[config.mk]
export PLATFORM = sky130hd
export DESIGN_NAME = mem_arbiter_flat
export DESIGN_NICKNAME = d
export VERILOG_FILES = /design/src/rtl/mem_arbiter_if.sv /design/src/rtl/mem_arbiter.sv /design/src/flat_wrapper.sv
export SDC_FILE = /design/constraint.sdc
export NUM_CORES = 1
export LEC_CHECK = 0
export BUFFER_PORTS_ARGS = -buffer_cell sky130_fd_sc_hd__buf_2
export CORE_MARGIN = 2
export CORE_UTILIZATION = 49
export CTS_BUF_LIST = sky130_fd_sc_hd__clkbuf_16
export CTS_CLUSTER_SIZE = 16
export DETAILED_ROUTE_END_ITERATION = 6
export PLACE_DENSITY = 0.77
export SKIP_CTS_REPAIR_TIMING = 1
export SYNTH_ARGS = -nofsm -noshare
export SYNTH_HDL_FRONTEND = slang
export SYNTH_SLANG_ARGS = --single-unit
export TNS_END_PERCENT = 30
[constraint.sdc]
create_clock -name clk -period 2.8 [get_ports clk]
set_clock_uncertainty 0.05 [all_clocks]
set_input_delay 0.42 -clock clk [delete_from_list [all_inputs] [get_ports clk]]
set_output_delay 0.42 -clock clk [all_outputs]
set_load 0.01 [all_outputs]
[src/rtl/mem_arbiter_if.sv]
// mem_arbiter_if
//   Groups every signal that the arbiter exchanges with the core and with the memory-side decoder.
//   clk and rst_n are not carried here.
//
//   Handshake semantics, identical for the I and D core ports:
//     - The requester raises *_req and holds its address and write fields stable.
//     - The arbiter answers with a single-cycle *_ready pulse. *_rdata and *_err are valid only in that
//       cycle.
//     - On the memory side, mem_cs marks an active access and mem_* stay constant while it is high.
//     - The target completes the access by raising mem_ready for one cycle while mem_cs=1.
//
//   Modports:
//     slave  : the arbiter's view. Core requests and memory responses are inputs; core responses and
//              memory commands are outputs.
//     master : the environment's view, driving the core requests and the memory responses.
interface mem_arbiter_if;
    logic        i_req;
    logic [31:0] i_addr;
    logic [31:0] i_rdata;
    logic        i_ready;
    logic        i_err;

    logic        d_req;
    logic        d_we;
    logic [31:0] d_addr;
    logic [31:0] d_wdata;
    logic [3:0]  d_wstrb;
    logic [31:0] d_rdata;
    logic        d_ready;
    logic        d_err;

    logic        mem_cs;
    logic        mem_we;
    logic [31:0] mem_addr;
    logic [31:0] mem_wdata;
    logic [3:0]  mem_wstrb;
    logic [31:0] mem_rdata;
    logic        mem_ready;

    modport slave (
        input  i_req, i_addr, d_req, d_we, d_addr, d_wdata, d_wstrb, mem_rdata, mem_ready,
        output i_rdata, i_ready, i_err, d_rdata, d_ready, d_err,
               mem_cs, mem_we, mem_addr, mem_wdata, mem_wstrb
    );

    modport master (
        output i_req, i_addr, d_req, d_we, d_addr, d_wdata, d_wstrb, mem_rdata, mem_ready,
        input  i_rdata, i_ready, i_err, d_rdata, d_ready, d_err,
               mem_cs, mem_we, mem_addr, mem_wdata, mem_wstrb
    );
endinterface

[src/rtl/mem_arbiter.sv]
// mem_arbiter
//   Shares one 32-bit memory-side port between the instruction-fetch port (I) and the load/store port
//   (D). Arbitration is two-way round-robin with a registered grant, so at most one transaction is in
//   flight at any time. A per-transaction timeout aborts an access whose target never answers; the
//   aborted transaction returns ERR_DATA with *_err=1.
//
//   Ports:
//     clk       : system clock, rising edge
//     rst_n     : asynchronous active-low reset
//     bus       : mem_arbiter_if.slave, carrying the core I/D ports and the memory-side port
//     dbg_state : current FSM state (0=IDLE, 1=BUSY, 2=RESP)
//
//   Parameters:
//     TIMEOUT  : maximum number of BUSY cycles before the access is aborted; 0 disables the timeout
//     ERR_DATA : read data returned on a timed-out transaction
module mem_arbiter #(
    parameter int unsigned TIMEOUT  = 255,
    parameter logic [31:0] ERR_DATA = 32'hDEADBEEF
) (
    input  logic               clk,
    input  logic               rst_n,
    mem_arbiter_if.slave       bus,
    output logic [1:0]         dbg_state
);

    typedef enum logic [1:0] {
        IDLE = 2'd0,
        BUSY = 2'd1,
        RESP = 2'd2
    } state_t;

    state_t      state;
    state_t      state_nxt;
    logic        grant_d;   // 1 = the D port owns the current transaction
    logic        last_d;    // 1 = the most recent grant went to D
    logic [31:0] tcnt;
    logic        pick_d;
    logic        take;
    logic        tout;

    // On a tie, the port that did not win last time is served.
    assign take   = bus.i_req || bus.d_req;
    assign pick_d = bus.d_req && (!bus.i_req || !last_d);

    // tcnt counts completed BUSY cycles. The abort therefore fires in BUSY cycle number TIMEOUT.
    assign tout   = (TIMEOUT != 0) && (tcnt == TIMEOUT - 32'd1);

    assign dbg_state = state;

    always_ff @(posedge clk or negedge rst_n) begin
        if (!rst_n) state <= IDLE;
        else        state <= state_nxt;
    end

    always_comb begin
        state_nxt = state;
        case (state)
            IDLE:    if (take) state_nxt = BUSY;
            BUSY:    if (bus.mem_ready || tout) state_nxt = RESP;
            RESP:    state_nxt = IDLE;
            default: state_nxt = IDLE;
        endcase
    end

    always_ff @(posedge clk or negedge rst_n) begin
        if (!rst_n) begin
            grant_d       <= 1'b0;
            last_d        <= 1'b1;
            tcnt          <= '0;
            bus.mem_cs    <= 1'b0;
            bus.mem_we    <= 1'b0;
            bus.mem_addr  <= '0;
            bus.mem_wdata <= '0;
            bus.mem_wstrb <= '0;
            bus.i_rdata   <= '0;
            bus.i_ready   <= 1'b0;
            bus.i_err     <= 1'b0;
            bus.d_rdata   <= '0;
            bus.d_ready   <= 1'b0;
            bus.d_err     <= 1'b0;
        end else begin
            case (state)
                IDLE: begin
                    tcnt <= '0;
                    if (take) begin
                        grant_d    <= pick_d;
                        last_d     <= pick_d;
                        bus.mem_cs <= 1'b1;
                        if (pick_d) begin
                            bus.mem_we    <= bus.d_we;
                            bus.mem_addr  <= bus.d_addr;
                            bus.mem_wdata <= bus.d_wdata;
                            bus.mem_wstrb <= bus.d_wstrb;
                        end else begin
                            bus.mem_we    <= 1'b0;
                            bus.mem_addr  <= bus.i_addr;
                            bus.mem_wdata <= '0;
                            bus.mem_wstrb <= '0;
                        end
                    end
                end
                BUSY: begin
                    if (bus.mem_ready || tout) begin
                        // A real mem_ready takes priority over a timeout in the same cycle.
                        bus.mem_cs <= 1'b0;
                        bus.mem_we <= 1'b0;
                        if (grant_d) begin
                            bus.d_ready <= 1'b1;
                            bus.d_err   <= !bus.mem_ready;
                            bus.d_rdata <= bus.mem_ready ? bus.mem_rdata : ERR_DATA;
                        end else begin
                            bus.i_ready <= 1'b1;
                            bus.i_err   <= !bus.mem_ready;
                            bus.i_rdata <= bus.mem_ready ? bus.mem_rdata : ERR_DATA;
                        end
                    end else begin
                        tcnt <= tcnt + 32'd1;
                    end
                end
                RESP: begin
                    // The ready pulse ends here. rdata is left holding its captured value.
                    tcnt        <= '0;
                    bus.i_ready <= 1'b0;
                    bus.i_err   <= 1'b0;
                    bus.d_ready <= 1'b0;
                    bus.d_err   <= 1'b0;
                end
                default: begin
                    tcnt <= '0;
                end
            endcase
        end
    end

endmodule

[src/flat_wrapper.sv]
// flat-port wrapper written by rule: the top's interface ports become plain ports
module mem_arbiter_flat 
#(
    parameter int unsigned TIMEOUT  = 255,
    parameter logic [31:0] ERR_DATA = 32'hDEADBEEF
)
  (clk, rst_n, dbg_state, bus_i_req, bus_i_addr, bus_d_req, bus_d_we, bus_d_addr, bus_d_wdata, bus_d_wstrb, bus_mem_rdata, bus_mem_ready, bus_i_rdata, bus_i_ready, bus_i_err, bus_d_rdata, bus_d_ready, bus_d_err, bus_mem_cs, bus_mem_we, bus_mem_addr, bus_mem_wdata, bus_mem_wstrb);
  mem_arbiter_if bus_i ();
  input  logic clk;
  input  logic rst_n;
  output logic [1:0] dbg_state;
  input wire logic [$bits(bus_i.i_req)-1:0] bus_i_req;
  input wire logic [$bits(bus_i.i_addr)-1:0] bus_i_addr;
  input wire logic [$bits(bus_i.d_req)-1:0] bus_d_req;
  input wire logic [$bits(bus_i.d_we)-1:0] bus_d_we;
  input wire logic [$bits(bus_i.d_addr)-1:0] bus_d_addr;
  input wire logic [$bits(bus_i.d_wdata)-1:0] bus_d_wdata;
  input wire logic [$bits(bus_i.d_wstrb)-1:0] bus_d_wstrb;
  input wire logic [$bits(bus_i.mem_rdata)-1:0] bus_mem_rdata;
  input wire logic [$bits(bus_i.mem_ready)-1:0] bus_mem_ready;
  output wire logic [$bits(bus_i.i_rdata)-1:0] bus_i_rdata;
  output wire logic [$bits(bus_i.i_ready)-1:0] bus_i_ready;
  output wire logic [$bits(bus_i.i_err)-1:0] bus_i_err;
  output wire logic [$bits(bus_i.d_rdata)-1:0] bus_d_rdata;
  output wire logic [$bits(bus_i.d_ready)-1:0] bus_d_ready;
  output wire logic [$bits(bus_i.d_err)-1:0] bus_d_err;
  output wire logic [$bits(bus_i.mem_cs)-1:0] bus_mem_cs;
  output wire logic [$bits(bus_i.mem_we)-1:0] bus_mem_we;
  output wire logic [$bits(bus_i.mem_addr)-1:0] bus_mem_addr;
  output wire logic [$bits(bus_i.mem_wdata)-1:0] bus_mem_wdata;
  output wire logic [$bits(bus_i.mem_wstrb)-1:0] bus_mem_wstrb;
  assign bus_i.i_req = bus_i_req;
  assign bus_i.i_addr = bus_i_addr;
  assign bus_i.d_req = bus_d_req;
  assign bus_i.d_we = bus_d_we;
  assign bus_i.d_addr = bus_d_addr;
  assign bus_i.d_wdata = bus_d_wdata;
  assign bus_i.d_wstrb = bus_d_wstrb;
  assign bus_i.mem_rdata = bus_mem_rdata;
  assign bus_i.mem_ready = bus_mem_ready;
  assign bus_i_rdata = bus_i.i_rdata;
  assign bus_i_ready = bus_i.i_ready;
  assign bus_i_err = bus_i.i_err;
  assign bus_d_rdata = bus_i.d_rdata;
  assign bus_d_ready = bus_i.d_ready;
  assign bus_d_err = bus_i.d_err;
  assign bus_mem_cs = bus_i.mem_cs;
  assign bus_mem_we = bus_i.mem_we;
  assign bus_mem_addr = bus_i.mem_addr;
  assign bus_mem_wdata = bus_i.mem_wdata;
  assign bus_mem_wstrb = bus_i.mem_wstrb;
  mem_arbiter #(.TIMEOUT(TIMEOUT), .ERR_DATA(ERR_DATA)) u_core (.clk(clk), .rst_n(rst_n), .bus(bus_i), .dbg_state(dbg_state));
endmodule
# Word level (Yosys, flattened, before mapping)
# Index checks and enable logic that the tools add are counted.
[classes]
n_mul = 0
n_mux = 27
n_div = 0
n_shift = 0
n_bitwise = 1
magnitude_cmp = 0
reduce_logical = 17
eq_ne = 8
n_addsub = 1
[ops]
columns = ["cell", "count"]
rows = [
  ["$mux 32", 5],
  ["$add 32x1->32 const B", 1],
  ["$eq 32x8->1 const B", 1],
  ["$reduce_and 3->1", 5],
  ["$mux 1", 12],
  ["$pmux 1 s2", 6],
  ["$ne 2x1->1 const B", 3],
  ["$mux 2", 2],
  ["$mux 4", 1],
  ["$ne 2x2->1 const B", 2],
  ["$pmux 2 s2", 1],
  ["$reduce_and 2->1", 2],
  ["$reduce_bool 2->1", 2],
  ["$logic_not 1->1", 3],
  ["$logic_or 1x1->1", 3],
  ["$eq 2x1->1 const B", 1],
  ["$eq 2x2->1 const B", 1],
  ["$logic_not 2->1", 1],
  ["$logic_and 1x1->1", 1],
  ["$not 1->1", 1],
]
[totals]
word_cells = 69
ram_bits = 0
rom_bits = 0
register_bits = 174
latch_bits = 0
output_inout_bits = 140
memories = 0

# Depth between registers and ports, before layout
# Gate-level depths: netlist of run 1.
[logic_depth]
ltp_word = 6
depth_mapped = 9

# Worst setup path before layout of run 1
# Ideal clock, no wire load.
[synth_path]
kind = "reg2reg"
start = "reg u_core.tcnt[0]"
end = "reg u_core.bus.mem_cs"
n_path_buf = 1
setup_slack_ns = 0.754
arrival_ns = 1.875
required_ns = 2.629
setup_ns = 0.121
period_less_slack_ns = 2.046
path_stages_with_launch = 9
cell_sequence = "dfrtp_1 -> inv_1 -> ha_1 -> nor4b_2 -> nand4_2 -> o31ai_4 -> buf_2 -> nand2_1 -> a22o_1"
[synth_between]
elab_chain_cells = 4
[synth_rtl]
columns = ["element", "line_no", "rtl"]
rows = [
  ["from (decl)", "mem_arbiter.sv:36", "logic [31:0] tcnt;"],
  ["from (signal assigned)", "mem_arbiter.sv:117", "tcnt <= tcnt + 32'd1;"],
  ["$eq 32x8->1", "mem_arbiter.sv:46", "assign tout = (TIMEOUT != 0) && (tcnt == TIMEOUT - 32'd1);"],
  ["$logic_or 1x1->1", "mem_arbiter.sv:103", "if (bus.mem_ready || tout) begin"],
  ["$ne 2x1->1 (no line)", "n/a", ""],
  ["$reduce_and 3->1 (no line)", "n/a", ""],
  ["to (signal assigned)", "mem_arbiter.sv:70", "bus.mem_cs <= 1'b0;"],
  ["to (signal assigned)", "mem_arbiter.sv:88", "bus.mem_cs <= 1'b1;"],
  ["to (signal assigned)", "mem_arbiter.sv:105", "bus.mem_cs <= 1'b0;"],
  ["to (decl)", "mem_arbiter_if.sv:43", "mem_cs, mem_we, mem_addr, mem_wdata, mem_wstrb"],
]
# Every way passes these cells.
# A chain may end at the register's enable or synchronous reset.

# Worst setup path in the final report of run 1
[layout_path]
start = "reg u_core.tcnt[0]"
end = "reg u_core.bus.d_rdata[2]"
[layout_between]
elab_chain_cells = 3
[layout_rtl]
columns = ["element", "line_no", "rtl"]
rows = [
  ["$eq 32x8->1", "mem_arbiter.sv:46", ""],
  ["$logic_or 1x1->1", "mem_arbiter.sv:103", ""],
  ["$reduce_and 3->1 (no line)", "n/a", ""],
  ["to (signal assigned)", "mem_arbiter.sv:110", "bus.d_rdata <= bus.mem_ready ? bus.mem_rdata : ERR_DATA;"],
  ["to (decl)", "mem_arbiter_if.sv:42", "output i_rdata, i_ready, i_err, d_rdata, d_ready, d_err,"],
]
# Every way passes these cells.

==> reports/summary.txt, run 1 <==
Status: complete, no violations
Vias per cell: 5.52
Hold path start: bus_d_wdata[29]
DR vias: 6104
Io pins: 278
Grt ovf: 0
Drt drc: 0
Placed Area: 9000 um2
Leading area contributor after synthesis: dfrtp_1
Number of global-route vias before repair: 5862
Clk root buf: clkbuf_16
Synthesized area per cell: 11.6 um2
Starting density of the core: 0.504
Commonest non-fill, non-tap cell in the layout: buf_2
Fmax: 443 MHz
Largest net degree at the start of global routing: 85
RSZ-0062 raised after global routing: no
Max-cap viol count: 0
Static Leakage: 4.72 nW
Reg2reg start: u_core.tcnt[0]$_DFFE_PN0P_
Routed Antenna Nets: 0
Area growth syn-to-layout: 30.2%
Nets: 1052
Cell Area, Synth: 7380 um2
CTS tree: built
WHS: 0.156 ns
Final Hold Fails: 0
Worst-Margin Slew: 0.592 ns
Final period util: 0.806
Crit start category: flop
Number of synthesized flops with an enable pin: 0
Critical Path AT: 2.54 ns
Post-synth top flop: dfrtp_1
Die H: 127 um
Top cells by area, synth: dfrtp_1 (59%), a2bb2oi_1 (5.8%), mux2i_1 (4.6%)
Site Rows: 44
Cells after synthesis: 636
Setup TNS: 0 ns
Die Width: 127 um
Die ar.: 16100 um2
Fraction of final layout cells sized beyond drive strength 1: 0.367
Register area share after synthesis: 0.590
Critical path class: reg -> reg
Top fanout value on the critical path: 24
WL per Instance: 17.0 um
GRT Total Usage: 0.234
Synth cell types: 47
WP data required: 3.09 ns
Critical path origin: u_core.tcnt[0]$_DFFE_PN0P_
Critical path capture point type: flop
H-tree depth: 4
First drt pass iteration count: 4
#FFs+latches synth: 174
Final Cell Area: 9610 um2
IO Port Bufs: 277
Antenna violations before repair: 1
Post-synth top area share: 0.586
Tightest Hold Check Type: in -> reg
Rel. slew slack: 0.602
Total power: 10.4 mW
Max-slew violations: 0
Maximum vdd drop: 0.514 mV
HPWL after DPL: 13600 um
Clk_lat worst skew: 0.42 ns
N_diodes: 0
First-pass GRT wire length: 29700 um
Final period demand of the worst path: 2.26 ns
CTS Buf Count: 17
Yosys warns: 0
Clk slew on worst S/H paths: 0.07 ns
Final setup viols: 0
Clk buf depth: 2
Final wirelength: 18800 um
GP Congestion: 0.824
Ys async rst share: 1.00
Pwr dens: 1080 nW/um2
Core ar.: 14600 um2
DRT iter0 DRCs: 343
CTS sink count: 174
Most frequent cells in the layout: buf_2 (276), dfrtp_1 (173), nand2_1 (49), a2bb2oi_1 (49), nor2_1 (46)
Syn Nets: 779
-- metal layers --
metal	vias to the layer above	global-route usage	part of all wire
li1	2884	-	-
met1	2920	0.305	0.42
met2	262	0.383	0.49
met3	36	0.0527	0.068
met4	2	0.0905	0.025
met5	-	0	0.00069
-- power breakdown --
group          internal, mW  total, mW  switching [mW]
Clock                  1.35       2.38            1.04
Combinational          1.75       3.84            2.10
Sequential             3.53       4.13           0.601
-- flip-flops by register name, indices dropped and copies added, names as in the netlist --
name                  count
u_core.bus.d_err          1
u_core.bus.d_rdata       32
u_core.bus.d_ready        1
u_core.bus.i_err          1
u_core.bus.i_rdata       32
u_core.bus.i_ready        1
u_core.bus.mem_addr      32
u_core.bus.mem_cs         1
u_core.bus.mem_wdata     32
u_core.bus.mem_we         1
u_core.bus.mem_wstrb      4
u_core.dbg_state          2
u_core.grant_d            1
u_core.last_d             1
u_core.tcnt              32
-- metrics by stage --
stage	cells	utilization	setup slack, ns
after floorplan	636	-	0.754
after global placement	1073	0.615	0.658
after detailed placement	1073	0.615	0.555
after CTS	1105	0.656	0.515
after global routing	1106	0.657	0.333
final	1106	0.657	0.545
-- worst max-delay path, stage by stage (launching register included) --
cell	delay [ns]
dfrtp_1	0.41
inv_1	0.10
ha_1	0.14
nor4b_2	0.22
nand4_2	0.21
o31ai_4	0.37
and2_1	0.17
buf_4	0.29
a2bb2oi_1	0.22
-- cells in the mapped netlist (2+ instances only) --
| library cell | instances |
|---|---|
| clkinv_1 | 2 |
| nor4_1 | 4 |
| nor2_1 | 47 |
| nor4_2 | 2 |
| o21a_1 | 2 |
| a21o_1 | 2 |
| buf_4 | 2 |
| dfrtp_1 | 173 |
| or3_1 | 10 |
| or4_1 | 2 |
| buf_1 | 3 |
| nand4_1 | 15 |
| o31ai_1 | 4 |
| a2bb2oi_1 | 49 |
| a21oi_1 | 14 |
| ha_1 | 5 |
| a22o_1 | 37 |
| xor2_1 | 13 |
| and3_1 | 2 |
| and4_1 | 3 |
| nor2b_1 | 3 |
| clkbuf_1 | 28 |
| buf_6 | 4 |
| buf_2 | 5 |
| nand3_1 | 17 |
| inv_1 | 7 |
| mux2i_1 | 34 |
| o21ai_0 | 45 |
| nand2b_1 | 3 |
| a32o_1 | 16 |
| xnor2_1 | 4 |
| nand4_2 | 3 |
| and2_1 | 9 |
| nand2_1 | 49 |
| nor3_1 | 6 |
-- logic make-up (layout without fill, tap and decap cells) --
logic type / after synthesis / in the layout / share of synthesized area
buffers and inverters: 51 / 337 / 0.0319
AOI/OAI and AO/OA: 176 / 176 / 0.181
xor gates and xnor gates: 17 / 17 / 0.0202
and+or+nand+nor: 179 / 179 / 0.123
adders and majority gates: 5 / 5 / 0.00847
muxes: 34 / 34 / 0.0461
DFF: 174 / 174 / 0.590
-- area by class of cell --
class                   instances  area [um2]
fillers                      1202        5030
well taps                     184         230
inverters                       9        33.8
clock inverters                15         176
repair buffers                296        1580
flip-flops and latches        174        4360
multi-input cells             411        2820
clock buffers                  17         425
-- worst paths after layout --
check | to | slack [ns] | cells after the start
hold reg to reg | u_core.bus.mem_addr[31]$_DFFE_PN0P_ | 0.43 | 2
setup reg to reg | u_core.bus.d_rdata[2]$_DFFE_PN0P_ | 0.54 | 8
max in group asynchronous | u_core.last_d$_DFFE_PN1P_ | 1.35 | 3
setup / recovery | u_core.bus.d_rdata[2]$_DFFE_PN0P_ | 0.54 | 8
min in group asynchronous | u_core.bus.d_rdata[14]$_DFFE_PN0P_ | 0.51 | 2
hold / removal | u_core.bus.mem_wdata[29]$_DFFE_PN0P_ | 0.16 | 2
Power figures use the tool's default switching activity.
==> inputs of run 2 (changes only) <==
--- a/config.mk
+++ b/config.mk
@@ -5,9 +5,10 @@
 export SDC_FILE = /design/constraint.sdc
 export NUM_CORES = 1
 export LEC_CHECK = 0
+export ABC_AREA = 1
 export BUFFER_PORTS_ARGS = -buffer_cell sky130_fd_sc_hd__buf_2
 export CORE_MARGIN = 2
-export CORE_UTILIZATION = 49
+export CORE_UTILIZATION = 50
 export CTS_BUF_LIST = sky130_fd_sc_hd__clkbuf_16
 export CTS_CLUSTER_SIZE = 16
 export DETAILED_ROUTE_END_ITERATION = 6
==> constraint.sdc (replaced) <==
create_clock -name clk -period 2.3 [get_ports clk]
set_clock_uncertainty 0.05 [all_clocks]
set_input_delay 0.345 -clock clk [delete_from_list [all_inputs] [get_ports clk]]
set_output_delay 0.345 -clock clk [all_outputs]
set_load 0.01 [all_outputs]
==> reports/summary.txt, run 2 <==
Static Leakage: 5.33 nW
Adder-cell share of the synthesized area: 0.00780
WHS Path Cells: 3
Top cells by area, synth: dfrtp_1 (54%), nand2_1 (16%), o21ai_0 (7.6%)
Clk_lat worst skew: 0.44 ns
Hold path start: bus_d_wdata[23]
Setup TNS: 0 ns
Worst-Margin Slew: 0.711 ns
Number of synthesized flops with an enable pin: 0
Util after Layout: 0.650
Maximum vdd drop: 0.675 mV
Die Width: 131 um
Nets: 1413
Routed Antenna Nets: 0
Compound-Gate Fraction of Synth Area: 0.104
First drt pass iteration count: 5
Grt ovf: 0
FF-to-FF End: u_core.bus.i_rdata[30]$_DFFE_PN0P_
WL per Instance: 15.1 um
Main combinational cell family by area after synthesis: simple AND/OR/NAND/NOR gates
Cell Area, Synth: 8020 um2
HPWL after DPL: 16400 um
Crit start category: flop
Syn Nets: 1149
Synthesized area per cell: 7.97 um2
Io pins: 278
Commonest non-fill, non-tap cell in the layout: nand2_1
Critical path class: reg -> reg
Largest net degree at the start of global routing: 72
Most frequent cells in the layout: nand2_1 (346), buf_2 (276), dfrtp_1 (173)
Post-synth top flop: dfrtp_1
Fmax: 496 MHz
Final setup viols: 0
Final Cell Area: 10300 um2
Synth cell types: 26
Reg2reg start: u_core.dbg_state[1]$_DFFE_PN0P_
Total power: 12.2 mW
GP Congestion: 0.949
Leading area contributor after synthesis: dfrtp_1
Hold Path Sink: u_core.bus.mem_wdata[23]$_DFFE_PN0P_
Top-count cell post-synth: nand2_1
GRT Total Usage: 0.271
IO Port Bufs: 277
RSZ-0062 raised after global routing: no
Yosys warns: 0
Starting density of the core: 0.509
First-pass GRT wire length: 35700 um
Mux cell area share after synthesis: 0
FF-to-FF setup slack: 0.29 ns
Placed Area: 9640 um2
Fraction of final layout cells sized beyond drive strength 1: 0.270
Rel. slew slack: 0.526
Die ar.: 17100 um2
Max-slew violations: 0
Synth Area in Simple Gates: 0.285
Critical path capture point type: flop
Clk root buf: clkbuf_16
DR vias: 7690
CTS tree: built
Final Hold Fails: 0
Die H: 131 um
Antenna violations before repair: 1
Drt drc: 0
XOR/XNOR share of the synthesized area: 0.0109
Number of global-route vias before repair: 7170
Top fanout value on the critical path: 64
DRT iter0 DRCs: 405
Pwr dens: 1190 nW/um2
Final period util: 0.876
Max-cap viol count: 0
#FFs+latches synth: 174
Clk slew on worst S/H paths: 0.08 ns
Area growth syn-to-layout: 27.8%
Site Rows: 46
Post-synth top area share: 0.540
Most common library cells after synthesis: nand2_1 (346), dfrtp_1 (173), o21ai_0 (122)
Vias per cell: 5.12
Cells after synthesis: 1006
Core ar.: 15800 um2
Ys async rst share: 1.00
CTS Buf Count: 17
Clk buf depth: 2
Final period demand of the worst path: 2.01 ns
# fillers: 1407
WP data required: 2.57 ns
Tightest Hold Check Type: in -> reg
H-tree depth: 4
Critical Path AT: 2.28 ns
Final wirelength: 22700 um
Register area share after synthesis: 0.543
R2R cell count: 7
Status: complete, no violations
CTS sink count: 174
-- run 2: cell types whose count changed after synthesis, moves of 13 or more --
cell,change
o21ai_1,+27
inv_1,+33
a2bb2oi_1,-49
a32o_1,-16
nor2_1,+74
a21oi_1,-13
o21ai_0,+77
nand2_1,+297
a22o_1,-37
nand3_1,+65
mux2i_1,-34
-- run 2: layout make-up --
class,count,area (um2),area share
Tap cell,216,270,0.0264
Inverter,44,166,0.0162
Clock buffer,17,425,0.0415
Sequential cell,174,4360,0.425
Clock inverter,15,163,0.0159
Timing Repair Buffer,293,1580,0.154
Multi-Input combinational cell,740,3290,0.321
Antenna cell,2,5.00,0.000488
-- run 2: through the flow --
stage,worst slack (ns),std cells,hold slack (ns)
5_1_grt,0.0419,1500,0.0705
2_1_floorplan,0.509,1006,-0.000591
3_5_place_dp,0.258,1466,0.241
6_report,0.286,1501,0.0711
4_1_cts,0.234,1498,-0.228
3_3_place_gp,0.337,1466,0.242
-- run 2: where the power goes --
group	internal, mW	total, mW	switching [mW]
registers	4.22	4.84	0.627
logic	1.65	4.48	2.83
clock network	1.45	2.87	1.41
-- run 2: routing by layer --
layer	wire length [um]	vias to the layer above	share of wire	GRT usage
li1	-	3762	-	-
met1	8810	3542	0.39	0.337
met2	11200	319	0.49	0.441
met3	1790	67	0.079	0.0729
met4	909	0	0.040	0.132
met5	0	-	0	0
-- run 2: worst max-delay path, cell delays in order (launching register included) --
cell and delay, ns:
dfrtp_1 0.41, inv_1 0.09, ha_1 0.35, clkinv_1 0.14
nor2_1 0.33, nand2_8 0.26, nand2_1 0.15, o21ai_0 0.10
-- run 2: worst max-delay path by stage --
stage	startpoint	to	slack, ns	cells past startpoint
floorplan	u_core.tcnt[0]$_DFFE_PN0P_	u_core.tcnt[27]$_DFFE_PN0P_	0.51	13
global placement	u_core.tcnt[0]$_DFFE_PN0P_	u_core.bus.i_rdata[13]$_DFFE_PN0P_	0.34	11
detailed placement	u_core.tcnt[0]$_DFFE_PN0P_	u_core.bus.i_rdata[22]$_DFFE_PN0P_	0.26	10
CTS	u_core.tcnt[0]$_DFFE_PN0P_	u_core.bus.i_rdata[30]$_DFFE_PN0P_	0.23	11
global route	u_core.dbg_state[1]$_DFFE_PN0P_	u_core.bus.i_rdata[5]$_DFFE_PN0P_	0.04	7
finish	u_core.dbg_state[1]$_DFFE_PN0P_	u_core.bus.i_rdata[30]$_DFFE_PN0P_	0.29	7
-- run 2: logic make-up after synthesis --
family / count (synthesis)
adder cells (fa/ha/maj): 5
AND/OR/NAND/NOR: 565
flip-flops: 174
AO/OA/AOI/OAI: 160
XOR/XNOR: 10
buffers and inverters: 92
==> inputs of run 3 (changes only) <==
--- a/config.mk
+++ b/config.mk
@@ -13,6 +13,7 @@
 export CTS_CLUSTER_SIZE = 16
 export DETAILED_ROUTE_END_ITERATION = 6
 export PLACE_DENSITY = 0.77
+export REMOVE_ABC_BUFFERS = 1
 export SKIP_CTS_REPAIR_TIMING = 1
 export SYNTH_ARGS = -nofsm -noshare
 export SYNTH_HDL_FRONTEND = slang
==> reports/summary.txt, run 3 (synthesized netlist as in run 2, its figures left out) <==
CP Cell Sequence: inv_1 -> ha_1 -> inv_1 -> a21oi_2 -> inv_2 -> o21ai_0
Fraction of final layout cells sized beyond drive strength 1: 0.268
Commonest non-fill, non-tap cell in the layout: nand2_1
DRT iter0 DRCs: 444
Crit path buf inv count: 3
Most frequent cells in the layout: nand2_1 (346), buf_2 (276), dfrtp_1 (173)
IO Port Bufs: 277
GRT Total Usage: 0.266
Vias per cell: 5.07
Routed Antenna Nets: 0
Critical path capture point type: flop
Antenna violations before repair: 2
Util after Layout: 0.647
Io pins: 278
Drt drc: 0
GP Congestion: 0.941
Die Width: 131 um
Grt ovf: 0
Clk_lat worst skew: 0.43 ns
WP data required: 2.51 ns
Largest net degree at the start of global routing: 75
CTS Buf Count: 17
Crit path top cell by count: inv_1
Critical Path AT: 2.29 ns
Die ar.: 17100 um2
Clk root buf: clkbuf_16
CTS sink count: 174
Maximum vdd drop: 0.784 mV
Status: complete, no violations
Crit start category: flop
Final period util: 0.901
Top fanout value on the critical path: 71
RSZ-0062 raised after global routing: no
Non-Filler Instances: 1500
Fmax: 483 MHz
CP max stage cell: inv_2
Core ar.: 15800 um2
HPWL after DPL: 16400 um
Critical path class: reg -> reg
Clk buf depth: 2
Tightest Hold Check Type: in -> reg
Final wirelength: 22500 um
H-tree depth: 4
Max-cap viol count: 0
Final Hold Fails: 0
Delay-heaviest family, CP: buffers and inverters
Final period demand of the worst path: 2.07 ns
CTS tree: built
Clk slew on worst S/H paths: 0.07 ns
Area growth syn-to-layout: 27.2%
Pwr dens: 1170 nW/um2
Total power: 11.9 mW
Setup TNS: 0 ns
Rel. slew slack: 0.228
Site Rows: 46
Final setup viols: 0
Die H: 131 um
Worst-Margin Slew: 1.16 ns
Cell Count Post-Placement: 1468
Static Leakage: 5.32 nW
Number of global-route vias before repair: 7039
DR vias: 7609
Max-slew violations: 0
Starting density of the core: 0.509
First drt pass iteration count: 5
First-pass GRT wire length: 35200 um
Nets: 1415
WL per Instance: 15.0 um
CP peak stage delay: 0.81 ns
[run 3: stage by stage]
step	setup WS (ns)	instance area [um2]	hold WS, ns
after global routing	0.0697	10200	0.0878
after detailed placement	0.234	9660	0.391
after CTS	0.217	10200	-0.0652
final	0.228	10200	0.0877
after floorplan	-1.14	7800	-0.000591
after global placement	0.262	9660	0.384
[run 3: final cells by class]
type / instances / area (um2)
antenna: 1 / 2.50
clock buffer: 17 / 425
clock inverter: 13 / 93.8
fill: 1383 / 5570
inverter: 44 / 166
multi-input combinational: 740 / 3290
sequential: 174 / 4360
tap: 216 / 270
timing repair buffer: 295 / 1600
[run 3: power breakdown]
| group | leakage (nW) | internal, mW | switching [mW] |
|---|---|---|---|
| Clock | 0.258 | 1.38 | 1.24 |
| Combinational | 2.84 | 1.65 | 2.85 |
| Sequential | 2.22 | 4.22 | 0.614 |
| Total | 5.32 | 7.24 | 4.71 |
[run 3: worst min-delay path, delay by kind of cell]
kind / cells / cell delay (ns)
buffers and inverters: 1 / 0.07
AND/OR/NAND/NOR: 2 / 0.12
[run 3: layer usage]
layer | up-vias | part of all wire | global-route usage
met1 | 3534 | 0.39 | 0.327
met5 | - | 0 | 0
met2 | 265 | 0.51 | 0.451
met4 | 0 | 0.032 | 0.104
li1 | 3768 | - | -
met3 | 42 | 0.066 | 0.0684
[run 3: path summary, 6_finish.rpt]
kind | cells past startpoint | slack [ns] | end | startpoint
max | 6 | 0.23 | u_core.dbg_state[0]$_DFFE_PN0P_ | u_core.dbg_state[0]$_DFFE_PN0P_
max reg2reg | 6 | 0.23 | u_core.dbg_state[0]$_DFFE_PN0P_ | u_core.dbg_state[0]$_DFFE_PN0P_
min in group asynchronous | 2 | 0.49 | u_core.tcnt[30]$_DFFE_PN0P_ | rst_n
max in group asynchronous | 3 | 1.07 | u_core.bus.i_ready$_DFFE_PN0P_ | rst_n
min | 3 | 0.09 | u_core.bus.mem_wdata[10]$_DFFE_PN0P_ | bus_d_wdata[10]
min reg2reg | 2 | 0.42 | u_core.bus.mem_wdata[11]$_DFFE_PN0P_ | u_core.bus.mem_wdata[11]$_DFFE_PN0P_
